<file path="config.mk">
export PLATFORM = sky130hd
export DESIGN_NAME = iter_divider
export DESIGN_NICKNAME = d
export VERILOG_FILES = /design/src/rtl/iter_divider_pkg.sv /design/src/rtl/iter_divider_step.sv /design/src/rtl/iter_divider.sv
export SDC_FILE = /design/constraint.sdc
export NUM_CORES = 1
export LEC_CHECK = 0
export ABC_CLOCK_PERIOD_IN_PS = 11750
export BUFFER_PORTS_ARGS = -buffer_cell sky130_fd_sc_hd__buf_4
export CORE_UTILIZATION = 65
export CTS_CLUSTER_DIAMETER = 50
export DETAILED_ROUTE_END_ITERATION = 16
export HOLD_SLACK_MARGIN = 0.1
export PLACE_DENSITY = 0.91
export SLEW_MARGIN = 20
export SYNTH_ARGS = -nofsm -noshare
export SYNTH_HDL_FRONTEND = slang
export SYNTH_SLANG_ARGS = --single-unit
</file>
<file path="constraint.sdc">
create_clock -name clock -period 11.75 [get_ports clock]
set_clock_uncertainty 0.1 [all_clocks]
set_input_delay 1.7625 -clock clock [delete_from_list [all_inputs] [get_ports clock]]
set_output_delay 1.7625 -clock clock [all_outputs]
set_load 0.02 [all_outputs]
</file>
<file path="src/rtl/iter_divider_pkg.sv">
// Shared constants and FSM encoding for the iterative signed divider.
package iter_divider_pkg;

    localparam int unsigned DIV_WIDTH = 32;

    localparam logic [31:0] OVF_DIVIDEND = 32'h8000_0000;

    typedef enum logic [1:0] {
        IDLE = 2'd0,
        ITER = 2'd1,
        FIN  = 2'd2
    } state_t;

endpackage

</file>
<file path="src/rtl/iter_divider_step.sv">
// One combinational restoring-division iteration on unsigned magnitudes.
module iter_divider_step #(
    parameter int unsigned WIDTH = 32
) (
    input  logic [WIDTH:0]   rem,
    input  logic [WIDTH-1:0] quo,
    input  logic [WIDTH:0]   dvsr,
    output logic [WIDTH:0]   rem_next,
    output logic [WIDTH-1:0] quo_next
);

    logic [WIDTH+1:0] shifted;
    logic [WIDTH+2:0] trial;
    logic             borrow;

    // Shift the next dividend bit into the remainder, then trial-subtract.
    always_comb begin
        shifted  = {rem, quo[WIDTH-1]};
        trial    = {1'b0, shifted} - {2'b00, dvsr};
        borrow   = trial[WIDTH+2];
        rem_next = borrow ? (WIDTH+1)'(shifted) : (WIDTH+1)'(trial);
        quo_next = {quo[WIDTH-2:0], ~borrow};
    end

endmodule

</file>
<file path="src/rtl/iter_divider.sv">
// Multi-cycle 32-bit signed divider, fixed 33-edge latency.
// Optional remainder output enabled by defining DIV_REMAINDER_EN.
module iter_divider
    import iter_divider_pkg::*;
#(
    parameter int unsigned WIDTH = DIV_WIDTH,
    parameter int unsigned CNT_W = 6
) (
    input  logic             clock,
    input  logic             reset,
    input  logic             ctrl_DIV,
    input  logic [WIDTH-1:0] data_operandA,
    input  logic [WIDTH-1:0] data_operandB,
    output logic [WIDTH-1:0] data_result,
    output logic             data_exception,
    output logic             data_resultRDY,
`ifdef DIV_REMAINDER_EN
    output logic [WIDTH-1:0] data_remainder,
`endif
    output logic             busy
);

    localparam logic [WIDTH-1:0] MIN_NEG = WIDTH'(OVF_DIVIDEND);
    localparam logic [CNT_W-1:0] LAST    = CNT_W'(WIDTH - 1);

    // Magnitude is one bit wider so the most negative value stays exact.
    function automatic logic [WIDTH:0] mag(input logic [WIDTH-1:0] x);
        logic [WIDTH:0] ext;
        ext = {x[WIDTH-1], x};
        return x[WIDTH-1] ? -ext : ext;
    endfunction

    state_t           state, state_next;
    logic             load, fin;
    logic [CNT_W-1:0] cnt;
    logic [WIDTH:0]   rem, rem_next, dvsr;
    logic [WIDTH-1:0] quo, quo_next;
    logic             q_neg, div_zero, ovf;
`ifdef DIV_REMAINDER_EN
    logic             a_neg;
    logic [WIDTH-1:0] a_hold;
`endif

    iter_divider_step #(.WIDTH(WIDTH)) u_step (
        .rem      (rem),
        .quo      (quo),
        .dvsr     (dvsr),
        .rem_next (rem_next),
        .quo_next (quo_next)
    );

    always_ff @(posedge clock or posedge reset) begin
        if (reset) state <= IDLE;
        else       state <= state_next;
    end

    // A start strobe in any state (re)launches; it also suppresses FIN.
    always_comb begin
        state_next = state;
        load       = 1'b0;
        fin        = 1'b0;
        case (state)
            IDLE: begin
                if (ctrl_DIV) begin
                    load       = 1'b1;
                    state_next = ITER;
                end
            end
            ITER: begin
                if (ctrl_DIV) begin
                    load       = 1'b1;
                    state_next = ITER;
                end else if (cnt == LAST) begin
                    state_next = FIN;
                end
            end
            FIN: begin
                if (ctrl_DIV) begin
                    load       = 1'b1;
                    state_next = ITER;
                end else begin
                    fin        = 1'b1;
                    state_next = IDLE;
                end
            end
            default: state_next = IDLE;
        endcase
    end

    always_ff @(posedge clock or posedge reset) begin
        if (reset) begin
            cnt      <= '0;
            rem      <= '0;
            quo      <= '0;
            dvsr     <= '0;
            q_neg    <= 1'b0;
            div_zero <= 1'b0;
            ovf      <= 1'b0;
        end else if (load) begin
            cnt      <= '0;
            rem      <= '0;
            quo      <= WIDTH'(mag(data_operandA));
            dvsr     <= mag(data_operandB);
            q_neg    <= data_operandA[WIDTH-1] ^ data_operandB[WIDTH-1];
            div_zero <= ~|data_operandB;
            ovf      <= (data_operandA == MIN_NEG) && (&data_operandB);
        end else if (state == ITER) begin
            cnt      <= cnt + CNT_W'(1);
            rem      <= rem_next;
            quo      <= quo_next;
        end
    end

    always_ff @(posedge clock or posedge reset) begin
        if (reset) begin
            data_result    <= '0;
            data_exception <= 1'b0;
            data_resultRDY <= 1'b0;
            busy           <= 1'b0;
        end else begin
            data_resultRDY <= fin;
            if (load) begin
                busy <= 1'b1;
            end else if (fin) begin
                busy           <= 1'b0;
                data_exception <= div_zero | ovf;
                if (div_zero)  data_result <= '0;
                else if (ovf)  data_result <= MIN_NEG;
                else if (q_neg) data_result <= -quo;
                else           data_result <= quo;
            end
        end
    end

`ifdef DIV_REMAINDER_EN
    // Remainder takes the dividend's sign; div-by-zero returns the dividend.
    always_ff @(posedge clock or posedge reset) begin
        if (reset) begin
            a_neg          <= 1'b0;
            a_hold         <= '0;
            data_remainder <= '0;
        end else if (load) begin
            a_neg  <= data_operandA[WIDTH-1];
            a_hold <= data_operandA;
        end else if (fin) begin
            if (div_zero)   data_remainder <= a_hold;
            else if (ovf)   data_remainder <= '0;
            else if (a_neg) data_remainder <= -WIDTH'(rem);
            else            data_remainder <= WIDTH'(rem);
        end
    end
`endif

endmodule

</file>
# Word-level counts from Yosys, hierarchy flattened
# Index checks and enable logic that the tools add are counted.
word_totals:
  reg_bits: 144
  inputBits: 67
  output_inout_bits: 35
  wordCells: 60
op_classes:
  add_sub_neg: 5
  eq_ne: 6
  muxes: 23
  n_bitwise: 4
  reduce_logical: 10
ops:
  columns: ["cell", "count"]
  rows:
  - ["$mux 32", 6]
  - ["$mux 33", 4]
  - ["$neg 32->32", 2]
  - ["$sub 34x33->35", 1]
  - ["$neg 33->33", 1]
  - ["$eq 32x32->1 const B", 1]
  - ["$reduce_and 32->1", 1]
  - ["$reduce_or 32->1", 1]
  - ["$mux 6", 2]
  - ["$mux 1", 7]
  - ["$add 6x1->6 const B", 1]
  - ["$eq 6x5->1 const B", 1]
  - ["$mux 2", 3]
  - ["$pmux 2 s3", 1]
  - ["$reduce_and 2->1", 2]
  - ["$reduce_bool 2->1", 2]
  - ["$ne 3x3->1 const B", 1]
  - ["$reduce_or 3->1", 1]
  - ["$eq 2x1->1 const B", 1]
  - ["$eq 2x2->1 const B", 1]
  - ["$logic_not 2->1", 1]
  - ["$ne 2x2->1 const B", 1]
  - ["$not 1->1", 2]
  - ["$logic_and 1x1->1", 1]
  - ["other kinds (3)", 3]

# Depth between registers and ports, before layout
depth:
  depth_word: 5
  mapped_depth: 14
  depth_no_buf: 12

# Hierarchy
# From an unflattened synthesis, not the netlist that was laid out.
unflattened:
  cells_unflattened: 1145
  area_unflattened_um2: 10151.0
by_module_without_submodules:
  columns: ["module", "n_inst", "cells_per_inst", "area_per_inst_um2", "seq_area_each_um2"]
  rows:
  - ["iter_divider", 1, 812, 7689.9, 3603.5]
  - ["iter_divider_step", 1, 333, 2461.1, 0.0]

# Worst setup path before layout
# No wires, ideal clock.
synth_path:
  path_type: "input-to-reg"
  from: "input data_operandA[4]"
  to: "register quo[27]"
  setup_ps: 104
  t_arrival_ps: 3753
  required_ps: 11546
  slack_ps: 7794
  stages: 7
  path_buffers: 0
  path_cell_list: "or4_4 -> or4_4 -> nand2b_4 -> or2_4 -> o41ai_2 -> xor2_1 -> a221oi_1"
synth_via:
  elab_chain_len: 3
synth_rtl:
  columns: ["item", "line", "text"]
  rows:
  - ["start, declared", "iter_divider.sv:12", "input logic [WIDTH-1:0] data_operandA,"]
  - ["$neg 32->32", "iter_divider.sv:30", "return x[WIDTH-1] ? -ext : ext;"]
  - ["$mux 32", "iter_divider.sv:30", null]
  - ["$mux 32", "iter_divider.sv:99", "end else if (load) begin"]
  - ["end signal, assigned", "iter_divider.sv:102", "quo <= WIDTH'(mag(data_operandA));"]
  - ["end signal, assigned", "iter_divider.sv:110", "quo <= quo_next;"]
  - ["end, declared", "iter_divider.sv:37", "logic [WIDTH-1:0] quo, quo_next;"]
# Every way passes these cells.
# A chain may end at the register's enable or synchronous reset.

# Final worst setup path
layout_path:
  from: "input data_operandA[4]"
  to: "register quo[24]"
# The elaborated chain is that of the path after synthesis.

==> impl_results.md <==
* FILL cells at between 1,000 and 1,500
* Worst Hold Path Cells at 2
* Most frequent cells after synthesis: nand2_1 (197), o21ai_0 (175), dfrtp_1 (144)
* Fin. Hold Viols at 0
* Starting Density at 66.7%
* # diodes at 0
* Register area share after synthesis at between 30% and 40%
* Avg Cell Area, Syn at 8.34 µm²
* Cts bufs inserted at 17
* First-pass GRT wire length at 44.0 mm
* Post-synthesis net count at 1,326
* Initial antenna violation count at 0
* Max-slew violations at 0
* Area leader, netlist: dfrtp_1
* Leakage power at between 5 and 6 nW
* Path depth of the worst reg2reg path at 13
* Yosys Warn Count at 0
* CTS tree: done
* Arr. time, crit path at 4.12 ns
* Setup TNS at 0 ns
* Main synth FF type: dfrtp_1
* Top-count cell post-synth: nand2_1
* Drt drc at 0
* Final std cells w/o fill at about 1,500
* Post-DR wirelength/cell at 18.0 µm
* Setup bufs post-CTS at 0
* Post-Place Setup Slack at between 7 and 8 ns
* Run status: complete, no violations
* Final setup violation count at 0
* Post-synth ARST share at 100%
* Post-synthesis cell area at around 10,000 µm²
* RSZ-0062 raised after global routing: no
* Worst Hold Path EP: data_result[24]$_DFFE_PP0P_
* WP data required at 11.96 ns
* Clock Tree Root: clkbuf_16
* Synth Instances at 1,220
* Vias per cell at ~6.4
* Hold Slack at 0.379 ns
* CTS clk-pin slew, worst paths at 0.07 ns
* Num Clock Sinks at approximately 140
* CTS Hold Bufs at 0
* Netlist cell types at 76
* Placer Congestion at 0.960
* Number of global-route vias before repair at 8,715
* Pre-antenna DRT Iters at 8
* Net count, final at 1,387
* Placed cell count at about 1,500
* Number of max-cap violations at 0
* Die ar. at 16,200 µm²
* Peak VDD IR at around 110 µV
* Reg2reg setup slack at 7.89 ns
* Crit path max-delay cell type: or4_4
* Dpl hpwl at around 19 mm
* Crit-path cells: buf_4, or4_4, or4_1, nor2_2, nand2_2, o21ai_0, xor2_1, nand2_1, o211ai_1, a21oi_1
* HP Class: register to register
* Setup Crit Path Kind: primary input to register
* Area contributors post-synth: dfrtp_1 (35%), o21ai_0 (8.6%), nand2_1 (7.3%)
* Total wire length at 27.1 mm
* Total global-route track usage at between 30% and 40%
* Pwr dens at roughly 120 nW/µm²
* Number of synthesized flops with an enable pin at 0
* Core area at 15,300 µm²
* Fin worst setup slack at 7.84 ns
* # IOs at 102
* Minimum clock period at roughly 3.9 ns
* Max FO, Critical Path at 8
* I/O Buffers at 101
* Final ANT Viol Nets at 0
* Fmax at 256 MHz
* Area share of the largest cell type after synthesis at 35.4%
* Seq cells post-synth at 144
* Synth-to-Final Area Change at 13.5%
* Largest net degree at the start of global routing at a little over 80
* GR Overflow Total at 0
* HP Start: data_result[24]$_DFFE_PP0P_
* Worst reg2reg startpoint: quo[31]$_DFFE_PP0P_
* Final period util at 33.2%
* Rows at 45
* Cts repair resizes at 0
* Layout cells sized above 1 at between 10 and 15%
* Worst path max stage delay at 0.56 ns
* Setup crit end kind: register
* Die Y at ~130 µm
* Initial DRC Count at about 1,100
* CTS H-tree depth at 4
* Max Root-Sink Buffers at 2
* Least-Margin Pin Slew at ~0.98 ns
* Slew margin rel. at a little over a third
* Worst-Skew Late Latency at 0.44 ns
* Via Count at 9,587
* RR Endpoint: rem[29]$_DFFE_PP0P_
* Die X at 127 µm
* Critical path startpoint category: primary input
stage by stage:
stage / total power [mW] / instance area, µm² / utilization [%]
2_1_floorplan: 0.728 / 10200 / -
3_3_place_gp: 0.795 / 10900 / 71.7
3_5_place_dp: 0.806 / 10900 / 71.7
4_1_cts: 1.34 / 11500 / 75.5
5_1_grt: 1.39 / 11500 / 75.7
6_report: 1.34 / 11500 / 75.7
registers in the layout, summed over array words and instances, names as in the netlist:
signal / cells
cnt: 6
q_neg: 1
quo: 32
data_exception: 1
state: 2
ovf: 1
div_zero: 1
data_resultRDY: 1
rem: 33
dvsr: 33
data_result: 32
busy: 1
kinds of logic (layout without fill, tap and decap cells):
family	count (synthesis)	after routing	share of synthesized area, %
flops	144	144	35.4
compound gates	404	404	24.7
mux	25	25	2.50
simple gates	379	379	18.0
xor+xnor	109	109	9.38
buf+inv	120	194	5.08
fa+ha+maj	39	39	4.87
metal layers:
metal | vias up | global-route usage, % | wire, µm
met1 | 4533 | 49.8 | 12000
met3 | 48 | 9.13 | 2710
li1 | 4499 | - | -
met5 | - | 0 | 0
met4 | 0 | 9.45 | 429
met2 | 507 | 51.3 | 12000
power breakdown:
group,switching (mW),total (mW),internal [mW]
logic,0.147,0.243,0.0964
clock network,0.236,0.533,0.297
registers,0.0437,0.567,0.523
total,0.427,1.34,0.916
area by class of cell:
cell class / count / area (µm²) / share of cell area (%)
Sequential cell: 144 / 3600 / 31.2
Inverter: 54 / 208 / 1.80
Multi-Input combinational cell: 956 / 6060 / 52.5
Clock inverter: 15 / 153 / 1.32
Clock buffer: 17 / 425 / 3.68
Timing Repair Buffer: 108 / 831 / 7.20
Tap cell: 211 / 264 / 2.29
placed cells by master, fill, tap and decap left out, types with 8 or more instances in the layout:
| master | n |
|---|---|
| a211oi_1 | 10 |
| a21o_1 | 16 |
| a21oi_1 | 64 |
| a31oi_1 | 8 |
| and3_1 | 12 |
| buf_4 | 107 |
| clkbuf_16 | 17 |
| dfrtp_1 | 144 |
| ha_1 | 38 |
| inv_1 | 52 |
| mux2i_1 | 22 |
| nand2_1 | 196 |
| nand2b_1 | 10 |
| nand3_1 | 17 |
| nand4_1 | 14 |
| nor2_1 | 61 |
| nor4_1 | 8 |
| o211ai_1 | 10 |
| o21a_1 | 9 |
| o21ai_0 | 175 |
| o221ai_1 | 8 |
| o22ai_1 | 23 |
| o31ai_1 | 20 |
| o41ai_1 | 13 |
| or4_1 | 10 |
| xnor2_1 | 35 |
| xor2_1 | 74 |
worst max-delay path by stage:
stage / endpoint / depth (start not counted) / slack, ns / startpoint
after floorplan: busy$_DFFE_PP0P_ / 1 / 6.02 / reset
after global placement: quo[24]$_DFFE_PP0P_ / 10 / 7.57 / data_operandA[4]
after detailed placement: quo[24]$_DFFE_PP0P_ / 10 / 7.43 / data_operandA[4]
after CTS: quo[24]$_DFFE_PP0P_ / 10 / 7.87 / data_operandA[4]
after global routing: rem[29]$_DFFE_PP0P_ / 13 / 7.65 / quo[31]$_DFFE_PP0P_
final: quo[24]$_DFFE_PP0P_ / 10 / 7.84 / data_operandA[4]
worst max-delay path, delay by kind of cell:
family	cells	cell delay (ns)
AO/OA/AOI/OAI	3	0.50
XOR/XNOR	1	0.18
AND/OR/NAND/NOR	5	1.54
buffers and inverters	1	0.13
(Power assumes the default switching activity.)
